<file path="src/rtl/bcd_share_pkg.sv">
// Shared types and constants for the BCD conversion arbiter.
package bcd_share_pkg;

    typedef enum logic [1:0] {
        IDLE    = 2'd0,
        CONVERT = 2'd1,
        DONE    = 2'd2
    } state_t;

    // Largest operand representable in two BCD digits, and the value
    // substituted for anything larger.
    localparam logic [7:0] BCD_MAX = 8'd99;
    localparam logic [7:0] BCD_SAT = 8'd99;

endpackage

</file>
<file path="src/rtl/binbcd.sv">
// Combinational binary (0..99) to two-digit BCD converter.
module binbcd (
    input  logic [7:0] bin_i,
    output logic [3:0] bcd1_o,
    output logic [3:0] bcd0_o
);

    logic [3:0] tens;

    // Tens digit by threshold compare, units digit as the remainder.
    always_comb begin
        tens = 4'd0;
        for (int d = 1; d < 10; d++) begin
            if (bin_i >= 8'(d * 10)) tens = 4'(d);
        end
        bcd1_o = tens;
        bcd0_o = 4'(bin_i - 8'(tens) * 8'd10);
    end

endmodule

</file>
<file path="src/rtl/bcd_share_arbiter.sv">
// Round-robin arbiter sharing one binbcd converter among N_REQ requesters.
// A grant latches the operand and id; the result is registered one cycle
// later and presented with a single-cycle ack/valid pulse.
module bcd_share_arbiter
    import bcd_share_pkg::*;
#(
    parameter int N_REQ = 4,
    parameter int IDW   = 2
) (
    input  logic               clk,
    input  logic               reset,
    input  logic [N_REQ-1:0]   req_i,
    input  logic [8*N_REQ-1:0] bin_i,
    output logic [N_REQ-1:0]   ack_o,
    output logic               valid_o,
    output logic [IDW-1:0]     id_o,
    output logic [3:0]         bcd1_o,
    output logic [3:0]         bcd0_o,
    output logic               ovf_o,
    output logic               busy_o
);

    state_t               state_q, state_d;
    logic [IDW-1:0]       ptr_q, ptr_d;
    logic [N_REQ-1:0]     mask_q, mask_d;
    logic [7:0]           opnd_q, opnd_d;
    logic [IDW-1:0]       gid_q, gid_d;
    logic [IDW-1:0]       rid_q, rid_d;
    logic [3:0]           bcd1_q, bcd1_d;
    logic [3:0]           bcd0_q, bcd0_d;
    logic                 ovf_q, ovf_d;

    logic [N_REQ-1:0]     req_avail;
    logic [IDW-1:0]       pick;
    logic [7:0]           sat_opnd;
    logic [3:0]           conv_tens, conv_units;

    // First set bit at or after ptr, wrapping past N_REQ-1 back to 0.
    function automatic logic [IDW-1:0] rr_pick(input logic [N_REQ-1:0] req,
                                               input logic [IDW-1:0]   ptr);
        logic [IDW-1:0] sel;
        logic           found;
        sel   = '0;
        found = 1'b0;
        for (int i = 0; i < N_REQ; i++) begin
            int j;
            j = (int'(ptr) + i) % N_REQ;
            if (!found && req[j]) begin
                found = 1'b1;
                sel   = IDW'(j);
            end
        end
        return sel;
    endfunction

    // Clamp operands the converter cannot represent.
    function automatic logic [7:0] sat_bin(input logic [7:0] b);
        return (b > BCD_MAX) ? BCD_SAT : b;
    endfunction

    assign req_avail = req_i & ~mask_q;
    assign pick      = rr_pick(req_avail, ptr_q);
    assign sat_opnd  = sat_bin(opnd_q);

    binbcd u_binbcd (
        .bin_i  (sat_opnd),
        .bcd1_o (conv_tens),
        .bcd0_o (conv_units)
    );

    // State register; reset aborts any conversion in flight.
    always_ff @(posedge clk or posedge reset) begin
        if (reset) state_q <= IDLE;
        else       state_q <= state_d;
    end

    // Next-state logic: grant, one convert cycle, one result cycle.
    always_comb begin
        state_d = state_q;
        case (state_q)
            IDLE:    if (|req_avail) state_d = CONVERT;
            CONVERT: state_d = DONE;
            DONE:    state_d = IDLE;
            default: state_d = IDLE;
        endcase
    end

    // Handshake outputs are driven only while the result is presented.
    always_comb begin
        valid_o = (state_q == DONE);
        ack_o   = valid_o ? ({{(N_REQ-1){1'b0}}, 1'b1} << gid_q) : '0;
        busy_o  = (state_q != IDLE);
    end

    // Datapath next values: latch on grant, capture result, advance pointer.
    always_comb begin
        ptr_d  = ptr_q;
        mask_d = mask_q;
        opnd_d = opnd_q;
        gid_d  = gid_q;
        rid_d  = rid_q;
        bcd1_d = bcd1_q;
        bcd0_d = bcd0_q;
        ovf_d  = ovf_q;
        case (state_q)
            IDLE: begin
                // The served mask only shadows the first IDLE cycle.
                mask_d = '0;
                if (|req_avail) begin
                    gid_d  = pick;
                    opnd_d = bin_i[{pick, 3'b000} +: 8];
                end
            end
            CONVERT: begin
                rid_d  = gid_q;
                bcd1_d = conv_tens;
                bcd0_d = conv_units;
                ovf_d  = (opnd_q > BCD_MAX);
            end
            DONE: begin
                ptr_d  = (gid_q == IDW'(N_REQ - 1)) ? '0 : gid_q + IDW'(1);
                mask_d = {{(N_REQ-1){1'b0}}, 1'b1} << gid_q;
            end
            default: ;
        endcase
    end

    // Datapath and result registers.
    always_ff @(posedge clk or posedge reset) begin
        if (reset) begin
            ptr_q  <= '0;
            mask_q <= '0;
            opnd_q <= '0;
            gid_q  <= '0;
            rid_q  <= '0;
            bcd1_q <= '0;
            bcd0_q <= '0;
            ovf_q  <= 1'b0;
        end else begin
            ptr_q  <= ptr_d;
            mask_q <= mask_d;
            opnd_q <= opnd_d;
            gid_q  <= gid_d;
            rid_q  <= rid_d;
            bcd1_q <= bcd1_d;
            bcd0_q <= bcd0_d;
            ovf_q  <= ovf_d;
        end
    end

    assign id_o   = rid_q;
    assign bcd1_o = bcd1_q;
    assign bcd0_o = bcd0_q;
    assign ovf_o  = ovf_q;

endmodule
</file>
<file path="config.mk">
export PLATFORM = sky130hd
export DESIGN_NAME = bcd_share_arbiter
export DESIGN_NICKNAME = d
export VERILOG_FILES = /design/src/rtl/bcd_share_pkg.sv /design/src/rtl/binbcd.sv /design/src/rtl/bcd_share_arbiter.sv
export SDC_FILE = /design/constraint.sdc
export NUM_CORES = 1
export LEC_CHECK = 0
export CELL_PAD_IN_SITES_DETAIL_PLACEMENT = 0
export CELL_PAD_IN_SITES_GLOBAL_PLACEMENT = 1
export CORE_ASPECT_RATIO = 1.1
export CORE_UTILIZATION = 38
export CTS_BUF_LIST = sky130_fd_sc_hd__clkbuf_16
export DETAILED_ROUTE_END_ITERATION = 16
export PLACE_DENSITY_LB_ADDON = 0.1
export SKIP_CTS_REPAIR_TIMING = 1
export SLEW_MARGIN = 5
export SYNTH_ARGS = -nofsm -noshare
export SYNTH_HDL_FRONTEND = slang
export SYNTH_SLANG_ARGS = --single-unit
</file>
<file path="constraint.sdc">
create_clock -name clk -period 5.4 [get_ports clk]
set_input_delay 1.08 -clock clk [delete_from_list [all_inputs] [get_ports clk]]
set_output_delay 1.08 -clock clk [all_outputs]
set_load 0.1 [all_outputs]
</file>
# Word level (Yosys, flattened, before mapping)

Index checks and enable logic that the tools add are counted.

Magnitude comparators: 14
Bitwise operators: 5
Muxes and demuxes: 33
Multiply operators: 1
Equality and inequality tests: 4
Reduce and logical (&&, ||, !) cells: 14
Shift-type cells: 2
$add $sub $neg: 5

Operators with widths:

| kind                                                                                 | count |
|---|---|
| 32-bit by 6-bit variable part select with 8-bit output                               | 1 |
| 8-bit by 6-bit greater-or-equal comparator with 1-bit output (second input constant) | 3 |
| 8-bit by 7-bit greater-or-equal comparator with 1-bit output (second input constant) | 3 |
| 8-bit by 5-bit greater-or-equal comparator with 1-bit output (second input constant) | 2 |
| 2-bit 2-to-1 mux                                                                     | 8 |
| 3-bit by 4-bit < comparator with 1-bit output (second input constant)                | 3 |
| 3-bit 2-to-1 mux                                                                     | 4 |
| 4-bit 2-to-1 mux                                                                     | 3 |
| 1-bit 2-to-1 mux                                                                     | 11 |
| 1-bit binary-select mux with 2-bit select                                            | 4 |
| 8-bit by 4-bit greater-or-equal comparator with 1-bit output (second input constant) | 1 |
| 8-bit by 7-bit > comparator with 1-bit output (second input constant)                | 1 |
| 8-bit 2-to-1 mux                                                                     | 1 |
| 4-bit case mux with 2 select lines                                                   | 1 |
| 2-bit OR reduction                                                                   | 3 |
| 2-bit by 1-bit adder with 2-bit output (second input constant)                       | 2 |
| 2-bit adder (second input constant)                                                  | 2 |
| 4-bit AND                                                                            | 1 |
| 2-bit equality test (second input constant)                                          | 2 |
| 4-bit by 3-bit multiplier with 3-bit output (second input constant)                  | 1 |
| 4-bit NOT                                                                            | 1 |
| 2-bit case mux with 2 select lines                                                   | 1 |
| 2-bit nonzero test                                                                   | 2 |
| 4-bit OR reduction                                                                   | 1 |
| 10 further kinds                                                                     | 16 |

Output and inout port bits: 17
Bits of input ports: 38
Bits in registers: 29

# Longest topological paths before layout

Word-level depth: 15
Depth in mapped cells: 13
Depth with buffers taken out: 12

# Modules after synthesis

Synthesis repeated with hierarchy kept, for this count alone.

Cell total of the unflattened synthesis: 188
Area, all modules: 1851.8 um^2

Modules (own cells, without submodules):

| module            | cells each | area an instance (um^2) | instances | sequential area each (um^2) |
|---|---|---|---|---|
| bcd_share_arbiter | 143        | 1537.7                  | 1         | 725.7 |
| binbcd            | 45         | 314.1                   | 1         | 0.0 |

# Least setup slack after synthesis

OpenSTA, ideal clock, no wires.

Path kind: register to output
From: register state_q[0]
To: output ack_o[0]
Arrival: 2.382 ns
Stages on the path, launching flop included: 4
Path buffers: 1
Required time: 4.320 ns
Slack: 1.938 ns
Cell sequence: dfrtp_1 nor2b_1 clkbuf_1 and2_1

Cells in the longest elaborated chain, start to end: 2

Ends and longest elaborated chain:

| item                   | RTL line                | text |
|---|---|---|
| start, declared        | bcd_share_arbiter.sv:23 | `state_t state_q, state_d;` |
| start signal, assigned | bcd_share_arbiter.sv:74 | `else state_q <= state_d;` |
| 2-bit equality test    | bcd_share_arbiter.sv:90 | `valid_o = (state_q == DONE);` |
| net valid_o            | bcd_share_arbiter.sv:15 | `output logic valid_o,` |
| 4-bit 2-to-1 mux       | bcd_share_arbiter.sv:91 | `ack_o = valid_o ? ({{(N_REQ-1){1'b0}}, 1'b1} << gid_q) : '0;` |
| end, declared          | bcd_share_arbiter.sv:14 | `output logic [N_REQ-1:0] ack_o,` |

The timed path passes the listed nets, and every way through them passes these cells.

# Worst setup path in the final report

From: register state_q[0]
To: output ack_o[0]

Cells in the longest elaborated chain, start to end: 2

Ends and longest elaborated chain:

| item                | RTL line |
|---|---|
| 2-bit equality test | bcd_share_arbiter.sv:90 |
| 4-bit 2-to-1 mux    | bcd_share_arbiter.sv:91 |

No other way between the ends.

==> metrics.log <==
INFO  metric status = completed
INFO  metric numCtsBuffers = 5
INFO  metric detailedRoute.firstPassIterationCount = 4
INFO  metric timing.final.crit_period = 3.62 ns
INFO  metric yosys_register_bits = 29
INFO  metric grt_pass1_vias = 1,490
INFO  metric synthArstFlopShare = 100%
INFO  metric grt_start_max_net_pins = 30
INFO  metric path_class = flop to primary output
INFO  metric min_period_over_period = 67.0%
INFO  metric globalRoute.totalOverflow = 0
INFO  metric worst_pin_slew = 1.12 ns
INFO  metric total_via_count_in_the_routed_design = 1,547
INFO  metric report.final.slew_viol_count = 0
INFO  metric synthesis.area_per_instance = 9.58 um^2
INFO  metric synth_area = 1830 um^2
INFO  metric chipWidth = 68.2 um
INFO  metric synthFlopType = sky130_fd_sc_hd__dfrtp_1
INFO  metric number_of_enable_type_register_cells_in_the_synthesized_netlist = 0
INFO  metric die_h = 74.8 um
INFO  metric met3WireLength = 211 um
INFO  metric utilization = 53.7%
INFO  metric postSynthCellCount = 191
INFO  metric setup_viol_count_final = 0
INFO  metric wl = 4320 um
INFO  metric met2_wirelength = 2160 um
INFO  metric critical_path_arrival = 2.54 ns
INFO  metric routabilityCongestion = 0.717
INFO  metric design.portCount = 55
INFO  metric clk_transition_reported_paths = 0.05 ns
INFO  metric core = 4650 um^2
INFO  metric floorplan.initialDensity = 39.3%
INFO  metric r2r_slack = 2.15 ns
INFO  metric total_half_perimeter_wirelength_after_legalization_and_detailed_placement = 3150 um
INFO  metric post_drt_via_cell_ratio = 5.24
INFO  metric max_clock_freq = 276 MHz
INFO  metric dpl-instance-area = 2360 um^2
INFO  metric fp.dieArea = 5100 um^2
INFO  metric nFillCells = 425
INFO  metric synthToLayoutAreaGrowth = 36.5%
INFO  metric crit_path_launch_type = flop
INFO  metric grt_antenna_before_repair = 0
INFO  metric required = 4.32 ns
INFO  metric slew_headroom = 25.0%
INFO  metric clock_path_buffers = 2
INFO  metric fin_area = 2500 um^2
INFO  metric io_buffers = 54
INFO  metric hold_violations = 0
INFO  metric timing.clock.skew = 0.00569 ns
INFO  metric clock_tree.root_cell = sky130_fd_sc_hd__clkbuf_16
INFO  metric net_count_synth = 235
INFO  metric fin_nets = 282
INFO  metric synth_cell_types = 43
INFO  metric worst_setup_path_end_kind = primary output
INFO  metric cts_max_level = 2
INFO  metric ys_seq_area_share = 39.6%
INFO  metric worstHoldPathType = flop to flop
INFO  metric synth.yosys.warnings = 0
INFO  metric detail-route-antenna-nets = 0
INFO  metric crit_fanout = 7
INFO  metric route.detailed.wl_per_inst = 14.6 um
INFO  metric clkLatencyLatePin = 0.27 ns
INFO  metric antenna_cells = 0
INFO  metric route.top_layer_used = met4
INFO  metric row_count = 26
INFO  metric drt_iter0_drc = 54
INFO  metric grt_first_pass_wirelength = 6990 um
INFO  metric rsz0062_at_grt = false
INFO  metric tritoncts = built
INFO  metric timing.max_cap.violations = 0
INFO  metric drive_gt1_share = 7.11%
INFO  metric drt-met1-wl = 1920 um
INFO  metric tritoncts_num_sinks = 29
INFO  metric grt_use_total = 19.0%
INFO  metric drc_errors = 0
INFO  metric final.setup.tns = 0 ns
## routing by layer
metal | vias up | GRT usage, %
met4 | 0 | 7.18
met5 | - | 0
met2 | 46 | 31.9
met3 | 4 | 5.45
met1 | 724 | 22.8
li1 | 773 | -
## synthesized netlist by cell type, types with 2 or more instances
master                     number  share of area (%)
sky130_fd_sc_hd__mux2_2         2                1.2
sky130_fd_sc_hd__nor2b_1        6                2.1
sky130_fd_sc_hd__buf_2          5                1.4
sky130_fd_sc_hd__mux2i_1       17                9.3
sky130_fd_sc_hd__or2_2          3                1.0
sky130_fd_sc_hd__and2_1         4                1.4
sky130_fd_sc_hd__o31ai_1        3                1.2
sky130_fd_sc_hd__o21ai_0       13                3.6
sky130_fd_sc_hd__dfrtp_1       29                 40
sky130_fd_sc_hd__nand2b_1       6                2.1
sky130_fd_sc_hd__nand3_1        2               0.55
sky130_fd_sc_hd__o21a_1         4                1.6
sky130_fd_sc_hd__buf_6          3                1.8
sky130_fd_sc_hd__o221ai_1       8                3.8
sky130_fd_sc_hd__nand2_1       21                4.3
sky130_fd_sc_hd__clkbuf_2       2               0.55
sky130_fd_sc_hd__ha_1           5                3.4
sky130_fd_sc_hd__nor2_1         8                1.6
sky130_fd_sc_hd__a21o_1         5                2.1
sky130_fd_sc_hd__inv_1         11                2.3
sky130_fd_sc_hd__clkbuf_1       5                1.0
sky130_fd_sc_hd__a21oi_1        5                1.4
sky130_fd_sc_hd__nor3b_1        2               0.82
sky130_fd_sc_hd__o211ai_2       3                2.1
## flip-flops by register name, summed over array words and instances, names as in the netlist
name / flops
id_o: 2
ptr_q: 2
bcd1_o: 4
ovf_o: 1
opnd_q: 8
mask_q: 4
bcd0_o: 4
state_q: 2
gid_q: 2
## final timing paths
check / startpoint / to / cells past startpoint
setup / recovery: state_q[0] / ack_o[0] / 3
hold / removal: bcd1_o[2] / bcd1_o[2] / 1
setup reg to reg: opnd_q[4] / bcd0_o[3] / 12
hold reg to reg: bcd1_o[2] / bcd1_o[2] / 1
max in group asynchronous: reset / id_o[0] / 2
min in group asynchronous: reset / bcd1_o[1] / 2
## cells in the final DEF (no fill, tap or decap), types with 6 or more instances in the layout
cell	n
sky130_fd_sc_hd__o221ai_1	8
sky130_fd_sc_hd__clkdlybuf4s50_1	54
sky130_fd_sc_hd__nand2b_1	6
sky130_fd_sc_hd__inv_1	11
sky130_fd_sc_hd__nand2_1	21
sky130_fd_sc_hd__o21ai_0	13
sky130_fd_sc_hd__nor2b_1	6
sky130_fd_sc_hd__dfrtp_1	29
sky130_fd_sc_hd__mux2i_1	17
sky130_fd_sc_hd__nor2_1	8
## stage by stage
step	hold slack, ns	std cells	setup slack (ns)
5_1_grt	0.493	295	1.66
3_3_place_gp	0.460	287	2.15
3_5_place_dp	0.465	287	2.04
2_1_floorplan	0.443	191	1.94
4_1_cts	0.476	295	1.79
6_report	0.475	295	1.78
## kinds of logic after synthesis
logic type	count (synthesis)	synth area share, %
simple gates	59	17.1
fa+ha+maj	7	5.06
compound gates	51	20.6
mux	19	10.5
buf+inv	26	7.04
flops	29	39.6
## final cells by class
type                            count  area (um^2)  area share (%)
Sequential cell                    29          726            29.0
Clock buffer                        5          125            5.01
Timing Repair Buffer               55          548            21.9
Clock inverter                      3         12.5           0.501
Tap cell                           56         70.1            2.80
Inverter                           11         41.3            1.65
Multi-Input combinational cell    136          976            39.1
## critical path: stages, from the launching register on
cell,delay (ns)
sky130_fd_sc_hd__dfrtp_1,0.46
sky130_fd_sc_hd__nor2b_1,0.44
sky130_fd_sc_hd__and2_1,0.23
sky130_fd_sc_hd__clkdlybuf4s50_1,1.14
Power is not shown: default switching activity piles up to over one toggle a cycle in this logic, so the estimate is an artifact.
